## config.mk

```make
export PLATFORM = sky130hd
export DESIGN_NAME = mul_issue_sched
export DESIGN_NICKNAME = d
export VERILOG_FILES = /design/src/rtl/mul_issue_sched_pkg.sv /design/src/rtl/mul_sqn_tracker.sv /design/src/rtl/mul_issue_sched.sv
export SDC_FILE = /design/constraint.sdc
export NUM_CORES = 1
export LEC_CHECK = 0
export ABC_CLOCK_PERIOD_IN_PS = 24700
export CAP_MARGIN = 0
export CORE_AREA = 10 10 240 242
export DETAILED_ROUTE_END_ITERATION = 7
export DIE_AREA = 0 0 250 252
export REMOVE_ABC_BUFFERS = 1
export SYNTH_ARGS = -nofsm -noshare
export SYNTH_HDL_FRONTEND = slang
export SYNTH_SLANG_ARGS = --single-unit
```

## constraint.sdc

```tcl
create_clock -name clk -period 24.7 [get_ports clk]
set_input_delay 2.47 -clock clk [delete_from_list [all_inputs] [get_ports clk]]
set_output_delay 2.47 -clock clk [all_outputs]
set_load 0.05 [all_outputs]
```

## src/rtl/mul_issue_sched_pkg.sv

```systemverilog
// Shared definitions for the multiplier issue scheduler.
//   SQN_W       : sequence-number width (modular, signed-difference ordering)
//   MAX_IF      : in-flight multiply ops tracked by the completion FIFO
//   CNT_W       : width of the in-flight count
//   sqn_younger : a is younger than b under modular ordering
package mul_issue_sched_pkg;

    localparam int SQN_W  = 7;
    localparam int MAX_IF = 2;
    localparam int CNT_W  = $clog2(MAX_IF + 1);

    function automatic logic sqn_younger(input logic [SQN_W-1:0] a,
                                         input logic [SQN_W-1:0] b);
        logic [SQN_W-1:0] d;
        d = a - b;
        return $signed(d) > 0;
    endfunction

endpackage

```

## src/rtl/mul_sqn_tracker.sv

```systemverilog
// FIFO of in-flight multiply sqNs, oldest at entry 0.
//   push/push_sqn   : record a launched op (tail)
//   pop             : oldest op completed (ignored when empty)
//   flush/flush_sqn : drop every entry from the first one younger than flush_sqn
//   count           : number of valid entries
// Order within one edge: pop, then flush, then push.
module mul_sqn_tracker
    import mul_issue_sched_pkg::*;
(
    input  logic             clk,
    input  logic             rst,
    input  logic             push,
    input  logic [SQN_W-1:0] push_sqn,
    input  logic             pop,
    input  logic             flush,
    input  logic [SQN_W-1:0] flush_sqn,
    output logic [CNT_W-1:0] count
);

    logic [SQN_W-1:0] ent   [MAX_IF];
    logic [SQN_W-1:0] ent_p [MAX_IF];
    logic [SQN_W-1:0] ent_n [MAX_IF];
    logic [CNT_W-1:0] cnt_p;
    logic [CNT_W-1:0] cnt_n;
    logic             alive;

    always_comb begin
        ent_p = ent;
        cnt_p = count;
        if (pop && count != '0) begin
            for (int i = 0; i < MAX_IF - 1; i++) ent_p[i] = ent[i + 1];
            cnt_p = count - 1'b1;
        end

        // Survivors are the older prefix: stop counting at the first young entry.
        cnt_n = cnt_p;
        alive = 1'b1;
        if (flush) begin
            cnt_n = '0;
            for (int i = 0; i < MAX_IF; i++) begin
                if (alive && CNT_W'(i) < cnt_p && !sqn_younger(ent_p[i], flush_sqn))
                    cnt_n = CNT_W'(i + 1);
                else
                    alive = 1'b0;
            end
        end

        ent_n = ent_p;
        if (push && cnt_n < CNT_W'(MAX_IF)) begin
            for (int i = 0; i < MAX_IF; i++)
                if (cnt_n == CNT_W'(i)) ent_n[i] = push_sqn;
            cnt_n = cnt_n + 1'b1;
        end
    end

    always_ff @(posedge clk) begin
        if (rst) count <= '0;
        else     count <= cnt_n;
        ent <= ent_n;
    end

endmodule

```

## src/rtl/mul_issue_sched.sv

```systemverilog
// Age-ordered issue scheduler in front of the shared iterative multiplier.
//   IN_valid/IN_sqN/IN_uop/OUT_ready : two issue ports, oldest non-killed wins
//   IN_branchValid/IN_branchSqN      : mispredict flush of younger work
//   IN_mulBusy/OUT_mulEn/OUT_mulUop  : launch of the staged uop
//   IN_mulDone/OUT_inFlight          : completion tracking
//   OUT_idle                         : stage empty and nothing in flight
//   OUT_err                          : sticky done-on-empty / push-on-full
module mul_issue_sched
    import mul_issue_sched_pkg::*;
#(
    parameter int UOP_W = 199
) (
    input  logic                 clk,
    input  logic                 rst,
    input  logic [1:0]           IN_valid,
    input  logic [2*SQN_W-1:0]   IN_sqN,
    input  logic [2*UOP_W-1:0]   IN_uop,
    output logic [1:0]           OUT_ready,
    input  logic                 IN_branchValid,
    input  logic [SQN_W-1:0]     IN_branchSqN,
    input  logic                 IN_mulBusy,
    output logic                 OUT_mulEn,
    output logic [UOP_W-1:0]     OUT_mulUop,
    input  logic                 IN_mulDone,
    output logic [1:0]           OUT_inFlight,
    output logic                 OUT_idle,
    output logic                 OUT_err
);

    logic             stg_valid;
    logic [SQN_W-1:0] stg_sqn;
    logic             rr_ptr;
    logic [CNT_W-1:0] if_cnt;

    logic [SQN_W-1:0] sqn0, sqn1, age_d;
    logic             kill_stg, can_accept, win1, tie, grant;
    logic [1:0]       req_ok;

    assign sqn0 = IN_sqN[SQN_W-1:0];
    assign sqn1 = IN_sqN[2*SQN_W-1:SQN_W];
    assign age_d = sqn0 - sqn1;

    assign kill_stg  = stg_valid && IN_branchValid && sqn_younger(stg_sqn, IN_branchSqN);
    assign OUT_mulEn = !rst && stg_valid && !IN_mulBusy && !kill_stg
                       && if_cnt < CNT_W'(MAX_IF);
    assign can_accept = !stg_valid || OUT_mulEn || kill_stg;

    assign req_ok[0] = IN_valid[0] && !(IN_branchValid && sqn_younger(sqn0, IN_branchSqN));
    assign req_ok[1] = IN_valid[1] && !(IN_branchValid && sqn_younger(sqn1, IN_branchSqN));

    always_comb begin
        win1 = req_ok[1];
        tie  = 1'b0;
        if (req_ok[0] && req_ok[1]) begin
            if (age_d == '0) begin
                tie  = 1'b1;
                win1 = rr_ptr;
            end else begin
                win1 = sqn_younger(sqn0, sqn1);
            end
        end
    end

    assign grant     = !rst && (|req_ok) && can_accept;
    assign OUT_ready = grant ? (win1 ? 2'b10 : 2'b01) : 2'b00;

    always_ff @(posedge clk) begin
        if (rst) begin
            stg_valid <= 1'b0;
            rr_ptr    <= 1'b0;
            OUT_err   <= 1'b0;
        end else begin
            if (grant) begin
                stg_valid  <= 1'b1;
                stg_sqn    <= win1 ? sqn1 : sqn0;
                OUT_mulUop <= win1 ? IN_uop[2*UOP_W-1:UOP_W] : IN_uop[UOP_W-1:0];
                if (tie) rr_ptr <= !rr_ptr;
            end else if (OUT_mulEn || kill_stg) begin
                stg_valid <= 1'b0;
            end
            if ((IN_mulDone && if_cnt == '0) || (OUT_mulEn && if_cnt >= CNT_W'(MAX_IF)))
                OUT_err <= 1'b1;
        end
    end

    mul_sqn_tracker u_trk (
        .clk       (clk),
        .rst       (rst),
        .push      (OUT_mulEn),
        .push_sqn  (stg_sqn),
        .pop       (IN_mulDone),
        .flush     (IN_branchValid),
        .flush_sqn (IN_branchSqN),
        .count     (if_cnt)
    );

    assign OUT_inFlight = 2'(if_cnt);
    assign OUT_idle     = !stg_valid && if_cnt == '0;

endmodule
```

**Word-level counts from Yosys, hierarchy flattened**

Index checks and enable logic that the tools add are counted.

- Input port bits: 426
- Output and inout port bits: 206
- Register bits after elaboration: 225
- Logic and storage cells: 93

- Mux-type cells: 21
- Bitwise gates (word level): 1
- $add $sub $neg: 8
- Equality and inequality tests: 1
- $lt $le $gt $ge: 11
- Reduce and logical (&&, ||, !) cells: 43

Operators with widths:

| kind | count |
|---|---|
| two-way mux 199 bit | 1 |
| greater-than comparator 7 x 1 -> 1 bit (second input constant) | 6 |
| subtractor 7 bit | 6 |
| two-way mux 7 bit | 4 |
| logical AND 1 bit | 21 |
| two-way mux 14 bit | 1 |
| two-way mux 2 bit | 6 |
| logical NOT 1 bit | 9 |
| two-way mux 1 bit | 9 |
| logical NOT 7 bit | 1 |
| AND reduction 2 bit | 3 |
| logical NOT 2 bit | 2 |
| logical OR 1 bit | 4 |
| < comparator 1 x 2 -> 1 bit (first input constant) | 2 |
| < comparator 2 bit (second input constant) | 2 |
| nonzero test 2 bit | 2 |
| adder 2 x 1 -> 2 bit (second input constant) | 1 |
| == test 2 x 1 -> 1 bit (second input constant) | 1 |
| >= comparator 2 bit (second input constant) | 1 |
| OR reduction 2 bit | 1 |
| subtractor 2 x 1 -> 2 bit (second input constant) | 1 |
| inverter 1 bit | 1 |

**Depth between registers and ports, before layout**

Gate-level depths: netlist of run 1.

- Depth in word-level cells: 16
- Mapped depth: 19
- Depth with buffers taken out: 17

**By module**

From an unflattened synthesis of run 1, not the netlist that was laid out.

- Cells, all modules: 751
- Area, all modules: 11367.2 sq um

By module, submodules not included:

| module | seq. area each (sq um) | area each (sq um) | cells an instance | instances |
|---|---|---|---|---|
| mul_issue_sched | 6246.0 | 9977.1 | 602 | 1 |
| mul_sqn_tracker | 390.4 | 1390.1 | 149 | 1 |

**Worst setup path after synthesis of run 1**

OpenSTA, ideal clock, no wires.

- Kind: input to output
- Start point: input IN_sqN[0]
- End point: output OUT_ready[0]
- Path slack: 2.599 ns
- Arrival: 19.631 ns
- Path buffers: 0
- Required time: 22.230 ns
- Stages: 10
- Path through: inv_1 -> ha_1 -> fa_1 -> nor2b_1 -> o31a_1 -> a21oi_1 -> o41ai_1 -> nor2_1 -> nor3_1 -> and2_1

- Cells in the longest elaborated chain, start to end: 9
- Elaborated cells between the ends (all ways): 16
- Classes of those cells: 2 x add/sub; 2 x order compare; 4 x mux; 8 x reduce/logical

RTL lines:

| item | line | source |
|---|---|---|
| start: declaration | mul_issue_sched.sv:16 | `input logic [2*SQN_W-1:0] IN_sqN,` |
| subtractor 7 bit | mul_issue_sched_pkg.sv:15 | `d = a - b;` |
| greater-than comparator 7 x 1 -> 1 bit | mul_issue_sched_pkg.sv:16 | `return $signed(d) > 0;` |
| logical AND 1 bit | mul_issue_sched.sv:48 | `assign req_ok[0] = IN_valid[0] && !(IN_branchValid && sqn_younger(sqn0, IN_branchSqN));` |
| logical NOT 1 bit | mul_issue_sched.sv:48 |  |
| logical AND 1 bit | mul_issue_sched.sv:48 |  |
| logical AND 1 bit / OR reduction 2 bit (equally long branches) | mul_issue_sched.sv:54, mul_issue_sched.sv:64 |  |
| two-way mux 1 bit / logical AND 1 bit (equally long branches) | mul_issue_sched.sv:54, mul_issue_sched.sv:64 |  |
| two-way mux 2 bit / logical AND 1 bit (equally long branches) | mul_issue_sched.sv:65, mul_issue_sched.sv:64 |  |
| two-way mux 2 bit * | mul_issue_sched.sv:65 | `assign OUT_ready = grant ? (win1 ? 2'b10 : 2'b01) : 2'b00;` |
| end: declaration | mul_issue_sched.sv:18 | `output logic [1:0] OUT_ready,` |

Every way passes the cells marked *; elsewhere a longest branch is shown, timed or not.

**Final worst setup path of run 1**

- Start point: input IN_branchSqN[1]
- End point: output OUT_ready[0]

- Cells in the longest elaborated chain, start to end: 10
- Elaborated cells between the ends (all ways): 25
- Classes of those cells: 3 x add/sub; 3 x order compare; 3 x mux; 16 x reduce/logical

RTL lines:

| item | line | source |
|---|---|---|
| start: declaration | mul_issue_sched.sv:20 | `input logic [SQN_W-1:0] IN_branchSqN,` |
| subtractor 7 bit | mul_issue_sched_pkg.sv:15 |  |
| greater-than comparator 7 x 1 -> 1 bit | mul_issue_sched_pkg.sv:16 |  |
| logical AND 1 bit | mul_issue_sched.sv:43 | `assign kill_stg = stg_valid && IN_branchValid && sqn_younger(stg_sqn, IN_branchSqN);` |
| logical NOT 1 bit | mul_issue_sched.sv:44 | `assign OUT_mulEn = !rst && stg_valid && !IN_mulBusy && !kill_stg` |
| logical AND 1 bit | mul_issue_sched.sv:44 |  |
| logical AND 1 bit | mul_issue_sched.sv:45 | `&& if_cnt < CNT_W'(MAX_IF);` |
| logical OR 1 bit (2 in series) | mul_issue_sched.sv:46 | `assign can_accept = !stg_valid \|\| OUT_mulEn \|\| kill_stg;` |
| logical AND 1 bit | mul_issue_sched.sv:64 | `assign grant = !rst && (\|req_ok) && can_accept;` |
| two-way mux 2 bit * | mul_issue_sched.sv:65 |  |

Marks and branches as above.

==> key figures, run 1 <==
Run status
  • Status: complete, no violations

Final layout
  • P&R area growth vs syn: 69.3%
  • NumNets Final: roughly 1800
  • Layout cells sized above 1: between 10% and 20%
  • Register area: around 6600 um2
  • Fill cells: 5094
  • Multi-input gate area: around 4200 um2
  • Util after Layout: approximately 36%

STA
  • Slew headroom: between 20% and 30%
  • Final min period: between 9000 and 10000 ps
  • Fin Clk Skew: ~13 ps
  • Worst-Margin Slew: between 1000 and 1500 ps
  • Slew Viols, Final: 0
  • Crit share post-route: 37.9%
  • Setup TNS: 0 ps
  • RSZ-0062 raised after global routing: no
  • Worst hold slack: between 400 and 500 ps
  • Final setup vio count: 0
  • Achievable Freq: around 110 MHz
  • Final hold violations: 0

Yosys
  • Yosys reg bits: around 230
  • Commonest cells post-synth: 213 x edfxtp_1, 112 x mux2_2, 100 x mux2_1
  • Post-synth cell types: 54
  • Post-synth top area share: a little under three fifths
  • Yosys warning count: 0
  • Syn Std Cell Area: between 10000 and 15000 um2
  • Post-synth EDFFs: between 200 and 250
  • Avg Cell Area, Syn: 15.4 um2
  • Asr flop ratio synth: 0%
  • Syn Inst Count: 731
  • Synth Flop Type: edfxtp_1
  • Yosys top cell by area: edfxtp_1
  • Post-synthesis sequential area ratio: approximately three fifths
  • Synth area leaders: edfxtp_1 57%, mux2_2 11%, mux2_1 10%
  • Count leader, synth: edfxtp_1

Worst hold path
  • Hold EP: OUT_err
  • Hold path depth: 2
  • Hold_sp: OUT_err
  • Worst min path class: reg -> reg

Global route
  • Largest net degree at the start of global routing: roughly 160
  • Tot GR Track Use: between 10 and 15%
  • Initial antenna violation count: 5
  • First-pass GRT wire length: 67600 um
  • Vias in the first global route: roughly 9700
  • Global route overflow: 0

Die
  • Die area: 63000 um2
  • Area of the core: 52400 um2
  • Chip height: roughly 250 um
  • Die width: roughly 250 um
  • FP Rows: 84
  • Num ports: ~630
  • Initial core utilization: 21.4%

CTS
  • CTS clk-pin slew, worst paths: around 60 ps
  • Max clock buf depth: 3
  • Hold_buf cts: 0
  • Post-CTS resize count: 0
  • CTS tree: done
  • Htree depth: 1
  • Number of CTS-inserted buffers: 28
  • Clk sink count: ~230
  • Worst skew pair latency: between 500 and 600 ps
  • CTS Root Cell: clkbuf_16
  • Post-CTS setup buffer count: 0

Critical path
  • Critical Path Start Type: primary input
  • Setup CP Type: in -> out
  • R2r startpoint: u_trk.count[1]
  • Reg-to-reg slack, setup: 20170 ps
  • WP data required: ~22000 ps
  • End of the worst register-to-register path: u_trk.ent[11]
  • Crit Path Max Fanout: 140
  • Crit path capture type: primary output
  • Arrival @ worst endpoint: just under 7000 ps
  • FF-to-FF path depth: 17

Place
  • Placer congestion estimate: a little over 0.8
  • DP Wirelength: roughly 40000 um
  • Count of input and output buffers: approximately 630

Routing
  • TritonRoute pass-1 iters: 6
  • WL final: between 40000 and 50000 um
  • Vias post-DR: between 8000 and 9000
  • Drt wl/cell: 23.3 um
  • Post-route ant nets: 0
  • Initial DRC Count: approximately 450
  • Vias/cell: 4.20
  • DRC violation count after routing: 0

Power
  • PD cells: approximately 70 nW/um2
  • Leak: around 6.7 nW
  • Worst VDD drop: 0.0524 mV

Flow run
  • Total of max-cap violations: 0
## flip-flops by register name (all words and copies together), names as in the netlist
name,count
OUT_mulUop,199
u_trk.ent,14
stg_sqn,7
u_trk.count,2
OUT_err,1
rr_ptr,1
stg_valid,1
## report_power, final
| part | total (mW) | switching, mW | internal (mW) |
|---|---|---|---|
| combinational | 0.465 | 0.266 | 0.199 |
| sequential | 0.490 | 0.0119 | 0.478 |
| clock | 0.376 | 0.163 | 0.214 |
## metrics by stage
step	instance area, um2	std cells	worst slack (ps)	total power [mW]
after detailed placement	18200	2026	15210	0.966
final	19000	2080	15340	1.33
after global routing	19000	2078	14930	1.40
after CTS	19000	2078	15200	1.35
after floorplan	11000	703	2590	0.805
after global placement	18200	2026	15300	0.962
## cells in the final DEF (no fill, tap or decap), types with 9 or more instances in the layout
master,instances
a21oi_1,18
clkbuf_16,29
clkdlybuf4s50_1,631
dfxtp_1,12
edfxtp_1,213
ha_1,40
inv_1,29
mux2_1,100
mux2_2,112
nand2_1,10
nand2b_1,9
nor2_1,23
nor2b_1,9
o21ai_0,17
xor2_1,9
## final cells by class
type,count,area share [%]
Timing Repair Buffer,635,33.5
Inverter,29,0.572
Sequential cell,225,34.9
Tap cell,688,4.52
Multi-Input combinational cell,449,22.2
Clock inverter,15,0.375
Antenna cell,2,0.0263
Clock buffer,37,3.97
## logic make-up (layout without fill, tap and decap cells)
| kind of cell | after synthesis | count (layout) | synth area share (%) |
|---|---|---|---|
| adder cells (fa/ha/maj) | 45 | 45 | 5.34 |
| AO/OA/AOI/OAI | 78 | 78 | 4.67 |
| AND/OR/NAND/NOR | 89 | 89 | 4.22 |
| multiplexers | 220 | 220 | 21.9 |
| other | 0 | 2 | 0 |
| buffers and inverters | 57 | 716 | 3.49 |
| flip-flops | 225 | 225 | 59.0 |
| XOR/XNOR | 17 | 17 | 1.32 |
## metal layers
| metal | GRT usage (%) | part of all wire, % | vias to the layer above |
|---|---|---|---|
| li1 | - | - | 4103 |
| met1 | 15.1 | 36 | 4225 |
| met2 | 26.4 | 52 | 350 |
| met3 | 5.49 | 9.2 | 62 |
| met4 | 4.91 | 3.0 | 4 |
| met5 | 0 | 0.070 | - |
## worst max path at each step
stage | from | to | depth (start not counted)
floorplan | IN_sqN[0] | OUT_ready[0] | 10
global placement | IN_branchSqN[1] | OUT_ready[0] | 12
detailed placement | IN_branchSqN[1] | OUT_ready[0] | 12
CTS | IN_branchSqN[1] | OUT_ready[0] | 12
global route | IN_branchSqN[1] | OUT_ready[0] | 12
finish | IN_branchSqN[1] | OUT_ready[0] | 12
## critical path: stages
cell and delay, ps:
clkdlybuf4s50_1 740, inv_1 230, ha_1 320, nor2b_1 120, o21ai_0 230, a32oi_1 150
o41ai_1 610, nand2_1 190, o211ai_4 230, buf_12 520, and2_1 230, clkdlybuf4s50_1 810
No activity file was read; power rests on OpenSTA's default activity.
==> run 2: changes to the inputs <==
--- a/config.mk
+++ b/config.mk
@@ -5,7 +5,7 @@
 export SDC_FILE = /design/constraint.sdc
 export NUM_CORES = 1
 export LEC_CHECK = 0
-export ABC_CLOCK_PERIOD_IN_PS = 24700
+export ABC_CLOCK_PERIOD_IN_PS = 9100
 export CAP_MARGIN = 0
 export CORE_AREA = 10 10 240 242
 export DETAILED_ROUTE_END_ITERATION = 7
==> constraint.sdc (replaced) <==
create_clock -name clk -period 9.1 [get_ports clk]
set_input_delay 0.91 -clock clk [delete_from_list [all_inputs] [get_ports clk]]
set_output_delay 0.91 -clock clk [all_outputs]
set_load 0.05 [all_outputs]
==> run 2 against run 1 <==
  * Critical path depth is the same
  * Worst hold slack got worse by 4.3 ps
  * Clock skew is essentially flat
  * Cell count about the same
  * Clock power rose to 2.7 times the previous value
  * Wire length rose by 1.1%
  * Non-clock buffer count is 2 higher
  * Register-to-register slack worse by 16000 ps
  * Cell area is essentially flat
  * Core utilization is essentially flat
  * Setup slack lost 13000 ps
  * First-iteration DRC count down 12%
==> key figures, run 2 (synthesis gave the netlist of run 1 again) <==
Worst hold path
  • Hold path depth: 0
  • Worst min path class: reg -> reg
  • Hold EP: u_trk.ent[0]
  • Hold_sp: stg_sqn[0]

Global route
  • Met2 Usage GRT: 26.6%
  • Initial antenna violation count: 11
  • First-pass GRT wire length: slightly below 70000 um
  • GRT busiest layer: met2
  • Tot GR Track Use: about 15%
  • Grt met1 use: 14.8%
  • Global route overflow: 0
  • M3 GR Usage: 5.67%
  • Vias in the first global route: ~9700
  • Largest net degree at the start of global routing: 155

CTS
  • Worst skew pair latency: roughly 550 ps
  • Clk sink count: 225
  • Number of CTS-inserted buffers: 27
  • CTS tree: done
  • Hold_buf cts: 0
  • Post-CTS setup buffer count: 0
  • Max clock buf depth: 3
  • CTS clk-pin slew, worst paths: ~60 ps
  • CTS Root Cell: clkbuf_16
  • Htree depth: 1
  • Post-CTS resize count: 0

Final layout
  • Register with the most flip-flops: OUT_mulUop
  • P&R area growth vs syn: 69.3%
  • Layout Cells excl Fill: approximately 2100
  • Fill cells: just over 5000
  • Register area: approximately 6600 um2
  • Multi-input gate area: about 4200 um2
  • NumNets Final: approximately 1800
  • Post-layout instance area: approximately 19000 um2
  • Most frequent cells in the layout: 631 x clkdlybuf4s50_1, 213 x edfxtp_1, 112 x mux2_2
  • Commonest non-fill, non-tap cell in the layout: clkdlybuf4s50_1
  • Layout cells sized above 1: 11.1%
  • Util after Layout: 36.3%
  • Max reg flops: 199
  • Regs by FF count: OUT_mulUop: 199 flops, u_trk.ent: 14 flops, stg_sqn: 7 flops

STA
  • Final min period: 6320 ps
  • Fin Clk Skew: ~12 ps
  • Achievable Freq: around 160 MHz
  • Final hold violations: 0
  • Final setup vio count: 0
  • Slew headroom: a little over a third
  • Worst-Margin Slew: approximately 960 ps
  • Slew Viols, Final: 0
  • RSZ-0062 raised after global routing: no
  • Crit share post-route: 69.5%
  • Setup WS post-layout: around 2800 ps

Run status
  • Status: complete, no violations

Routing
  • Drt wl/cell: about 24 um
  • Vias/cell: around 4.2
  • DRC violation count after routing: 0
  • WL final: 48900 um
  • Vias post-DR: 8683
  • TritonRoute pass-1 iters: 8
  • Initial DRC Count: 400
  • Post-route ant nets: 0

Die
  • Die width: roughly 250 um
  • Num ports: 632
  • Die area: 63000 um2
  • FP Rows: 84
  • Initial core utilization: between 20% and 30%
  • Chip height: ~250 um
  • Area of the core: about 52000 um2

Critical path
  • End of the worst register-to-register path: u_trk.ent[12]
  • Crit Path Max Fanout: 54
  • WP data required: about 8200 ps
  • R2r startpoint: u_trk.count[1]
  • Critical Path Start Type: primary input
  • Crit path capture type: primary output
  • Reg-to-reg slack, setup: roughly 4500 ps
  • Setup CP Type: in -> out
  • FF-to-FF path depth: 17
  • Arrival @ worst endpoint: about 5400 ps

Power
  • Power share of the sequential group: about 37%
  • Leak: ~6.7 nW
  • P_sw: 1.19 mW
  • Sw frac: around a third
  • PD cells: 191 nW/um2
  • Worst VDD drop: roughly 0.12 mV
  • Clock Power Share: 28.4%
  • Combinational share of power: about a third
  • Internal power: 2.43 mW

Place
  • Placer congestion estimate: around 0.85
  • DP Wirelength: roughly 40000 um
  • Placed inst area: roughly 18000 um2
  • Dpl cells: between 2000 and 2500
  • Count of input and output buffers: roughly 630
  • Dpl ws: between 2000 and 3000 ps

Flow run
  • Total of max-cap violations: 0
[run 2: cell types whose count changed in the layout (fill, tap and decap cells not counted), moves of 2 or more]
| cell | previous run | this run |
|---|---|---|
| clkbuf_16 | 29 | 27 |
| buf_4 | 2 | 5 |
| bufinv_16 | 0 | 2 |
| clkinv_2 | 5 | 2 |
| diode_2 | 2 | 5 |
[run 2: area by class of cell]
type	instances	area share (%)
inverters	29	0.572
flip-flops and latches	225	34.9
multi-input cells	449	22.2
well taps	688	4.52
clock inverters	14	0.592
clock buffers	34	3.69
diodes	5	0.0657
repair buffers	637	33.5
[run 2: power groups by stage]
stage                     clock [mW]  sequential [mW]  combinational, mW
final                           1.03             1.33               1.27
after global routing            1.11             1.34               1.35
after CTS                       1.07             1.33               1.28
after detailed placement           0             1.35               1.27
after global placement             0             1.35               1.26
after floorplan                    0             1.71              0.473
[run 2: through the flow]
step / hold WS (ps) / TNS (ps) / power, mW
after CTS: 496 / 0 / 3.69
after global placement: 470 / 0 / 2.61
after floorplan: 426 / -1770470 / 2.19
after detailed placement: 466 / 0 / 2.63
after global routing: 509 / 0 / 3.80
final: 478 / 0 / 3.63
[run 2: worst max path at each step]
stage,depth (start not counted),slack [ps],startpoint,end
global placement,12,2810,IN_branchSqN[1],OUT_ready[0]
CTS,12,2680,IN_branchSqN[1],OUT_ready[0]
finish,12,2780,IN_branchSqN[1],OUT_ready[0]
detailed placement,12,2710,IN_branchSqN[1],OUT_ready[0]
floorplan,10,-9890,IN_sqN[0],OUT_ready[0]
global route,12,2420,IN_branchSqN[1],OUT_ready[0]
[run 2: routing by layer]
metal / vias up / routed length, um
met1: 4144 / 17400
met3: 76 / 4290
met4: 10 / 1500
met5: - / 71
met2: 354 / 25600
li1: 4099 / -
[run 2: critical path, cell delays in order]
cell	delay, ps
clkdlybuf4s50_1	750
inv_1	240
ha_1	310
nor2b_1	120
o21ai_0	250
a32oi_1	160
o41ai_1	640
nor2_1	160
nor3_2	190
buf_4	620
and2_1	220
clkdlybuf4s50_1	810
==> run 3: changes to the inputs <==
--- a/config.mk
+++ b/config.mk
@@ -5,7 +5,7 @@
 export SDC_FILE = /design/constraint.sdc
 export NUM_CORES = 1
 export LEC_CHECK = 0
-export ABC_CLOCK_PERIOD_IN_PS = 9100
+export ABC_CLOCK_PERIOD_IN_PS = 6000
 export CAP_MARGIN = 0
 export CORE_AREA = 10 10 240 242
 export DETAILED_ROUTE_END_ITERATION = 7
==> constraint.sdc (replaced) <==
create_clock -name clk -period 6 [get_ports clk]
set_input_delay 0.6 -clock clk [delete_from_list [all_inputs] [get_ports clk]]
set_output_delay 0.6 -clock clk [all_outputs]
set_load 0.05 [all_outputs]
==> run 3 against run 2 <==
  * Via count decreased by 0.44%
  * Global-route usage decreased by 0.17 points
  * Clock-buffer cell count increased by 1
==> key figures, run 3 (synthesis gave the netlist of run 1 again) <==
Global route
  • Largest net degree at the start of global routing: around 110
  • Vias in the first global route: 9511
  • Initial antenna violation count: 9
  • Tot GR Track Use: ~14%
  • Global route overflow: 0
  • First-pass GRT wire length: roughly 67000 um

Critical path
  • Reg-to-reg slack, setup: ~1600 ps
  • CP Buf/Inv Count: 3
  • Slowest cell on crit path: clkdlybuf4s50_1
  • Crit Path Max Fanout: 6
  • Worst-path cell chain: clkdlybuf4s50_1 > inv_1 > ha_1 > nor2b_1 > o21ai_0 > a32oi_1 > o41ai_1 > nand2_1 > o211ai_4 > and2_1 > clkdlybuf4s50_1
  • Slowest stage delay, CP: between 800 and 900 ps
  • Setup CP Type: in -> out
  • FF-to-FF path depth: 17
  • WP data required: 5400 ps
  • CP top delay family: buffers and inverters
  • Arrival @ worst endpoint: around 4600 ps
  • Critical Path Start Type: primary input
  • End of the worst register-to-register path: u_trk.ent[9]
  • Crit path capture type: primary output
  • Crit-path most repeated cell: clkdlybuf4s50_1
  • R2r startpoint: u_trk.count[0]

CTS
  • Post-CTS resize count: 0
  • Max clock buf depth: 3
  • Worst skew pair latency: 550 ps
  • Hold_buf cts: 0
  • CTS Root Cell: clkbuf_16
  • CTS tree: done
  • Htree depth: 1
  • Number of CTS-inserted buffers: 28
  • CTS clk-pin slew, worst paths: about 60 ps
  • Post-CTS setup buffer count: 0
  • Clk sink count: 225

STA
  • Fin Clk Skew: between 8 and 9 ps
  • Slew Viols, Final: 0
  • Achievable Freq: 192 MHz
  • Worst hold slack: between 400 and 500 ps
  • Worst-Margin Slew: between 700 and 800 ps
  • Slew headroom: 46.9%
  • Crit share post-route: between 80% and 90%
  • Final min period: around 5200 ps
  • Setup WS post-layout: 799 ps
  • Final setup vio count: 0
  • RSZ-0062 raised after global routing: no
  • Final hold violations: 0

Place
  • Dpl ws: a little over 800 ps
  • DP Wirelength: around 40000 um
  • Dpl cells: approximately 2000
  • Placed inst area: roughly 18000 um2
  • Placer congestion estimate: 0.856
  • Count of input and output buffers: 631

Routing
  • Initial DRC Count: ~380
  • Vias post-DR: between 8000 and 9000
  • WL final: 48700 um
  • Vias/cell: around 4.2
  • Drt wl/cell: approximately 23 um
  • DRC violation count after routing: 0
  • TritonRoute pass-1 iters: 4
  • Post-route ant nets: 0

Final layout
  • Max reg flops: between 150 and 200
  • Register with the most flip-flops: OUT_mulUop
  • NumNets Final: 1839
  • Regs by FF count: OUT_mulUop: 199 flops, u_trk.ent: 14 flops, stg_sqn: 7 flops
  • Post-layout instance area: 19100 um2
  • Commonest non-fill, non-tap cell in the layout: clkdlybuf4s50_1
  • Layout Cells excl Fill: 2081
  • Most frequent cells in the layout: 631 x clkdlybuf4s50_1, 213 x edfxtp_1, 112 x mux2_2
  • P&R area growth vs syn: 70.2%
  • Layout cells sized above 1: between 10% and 20%

Die
  • Chip height: between 200 and 300 um
  • Die width: ~250 um
  • FP Rows: 84
  • Initial core utilization: a little over a fifth
  • Area of the core: between 50000 and 60000 um2
  • Num ports: ~630
  • Die area: around 63000 um2

Power
  • PD cells: around 290 nW/um2
  • Worst VDD drop: 0.185 mV
  • Leak: 6.78 nW

Worst hold path
  • Hold path depth: 0
  • Worst min path class: reg -> reg
  • Hold_sp: stg_sqn[0]
  • Hold EP: u_trk.ent[0]

Flow run
  • Total of max-cap violations: 0

Run status
  • Status: complete, no violations
## run 3: changes by cell type in the layout (fill, tap and decap cells not counted), sizes merged
cell    previous run  this run
bufinv             2         3
clkbuf            34        35
buf                6         4
inv               30        29
diode              5         4
clkinv            11        13
## run 3: how the worst max path moves through the flow
stage	startpoint	to	slack, ps	depth (start not counted)
finish	IN_branchSqN[1]	OUT_ready[0]	800	11
detailed placement	IN_branchSqN[1]	OUT_ready[0]	820	11
CTS	IN_branchSqN[1]	OUT_ready[0]	800	11
floorplan	IN_sqN[0]	OUT_ready[0]	-12370	10
global route	IN_branchSqN[1]	OUT_ready[0]	440	12
global placement	IN_branchSqN[1]	OUT_ready[0]	890	11
## run 3: layer usage
layer | GRT usage [%] | wire length [um] | up-vias
li1 | - | - | 4096
met2 | 26.2 | 25500 | 339
met3 | 5.32 | 4200 | 68
met1 | 15.0 | 17600 | 4134
met5 | 0 | 54 | -
met4 | 4.92 | 1290 | 8
## run 3: power breakdown
group / switching, mW / internal, mW / leakage (nW)
combinational: 1.09 / 0.825 / 4.25
clock: 0.686 / 1.00 / 0.441
sequential: 0.0526 / 1.97 / 2.09
## run 3: through the flow
step | power (mW) | setup TNS, ps | util [%]
2_1_floorplan | 3.32 | -2891390 | -
3_3_place_gp | 3.95 | 0 | 34.8
3_5_place_dp | 3.98 | 0 | 34.8
4_1_cts | 5.71 | 0 | 36.5
5_1_grt | 5.87 | 0 | 36.5
6_report | 5.62 | 0 | 36.5
## run 3: cell type report
class                   instances  area (um2)
repair buffers                635        6400
clock inverters                16         146
diodes                          4        10.0
multi-input cells             449        4230
clock buffers                  35         748
flip-flops and latches        225        6640
well taps                     688         861
inverters                      29         109
fillers                      5107       33300
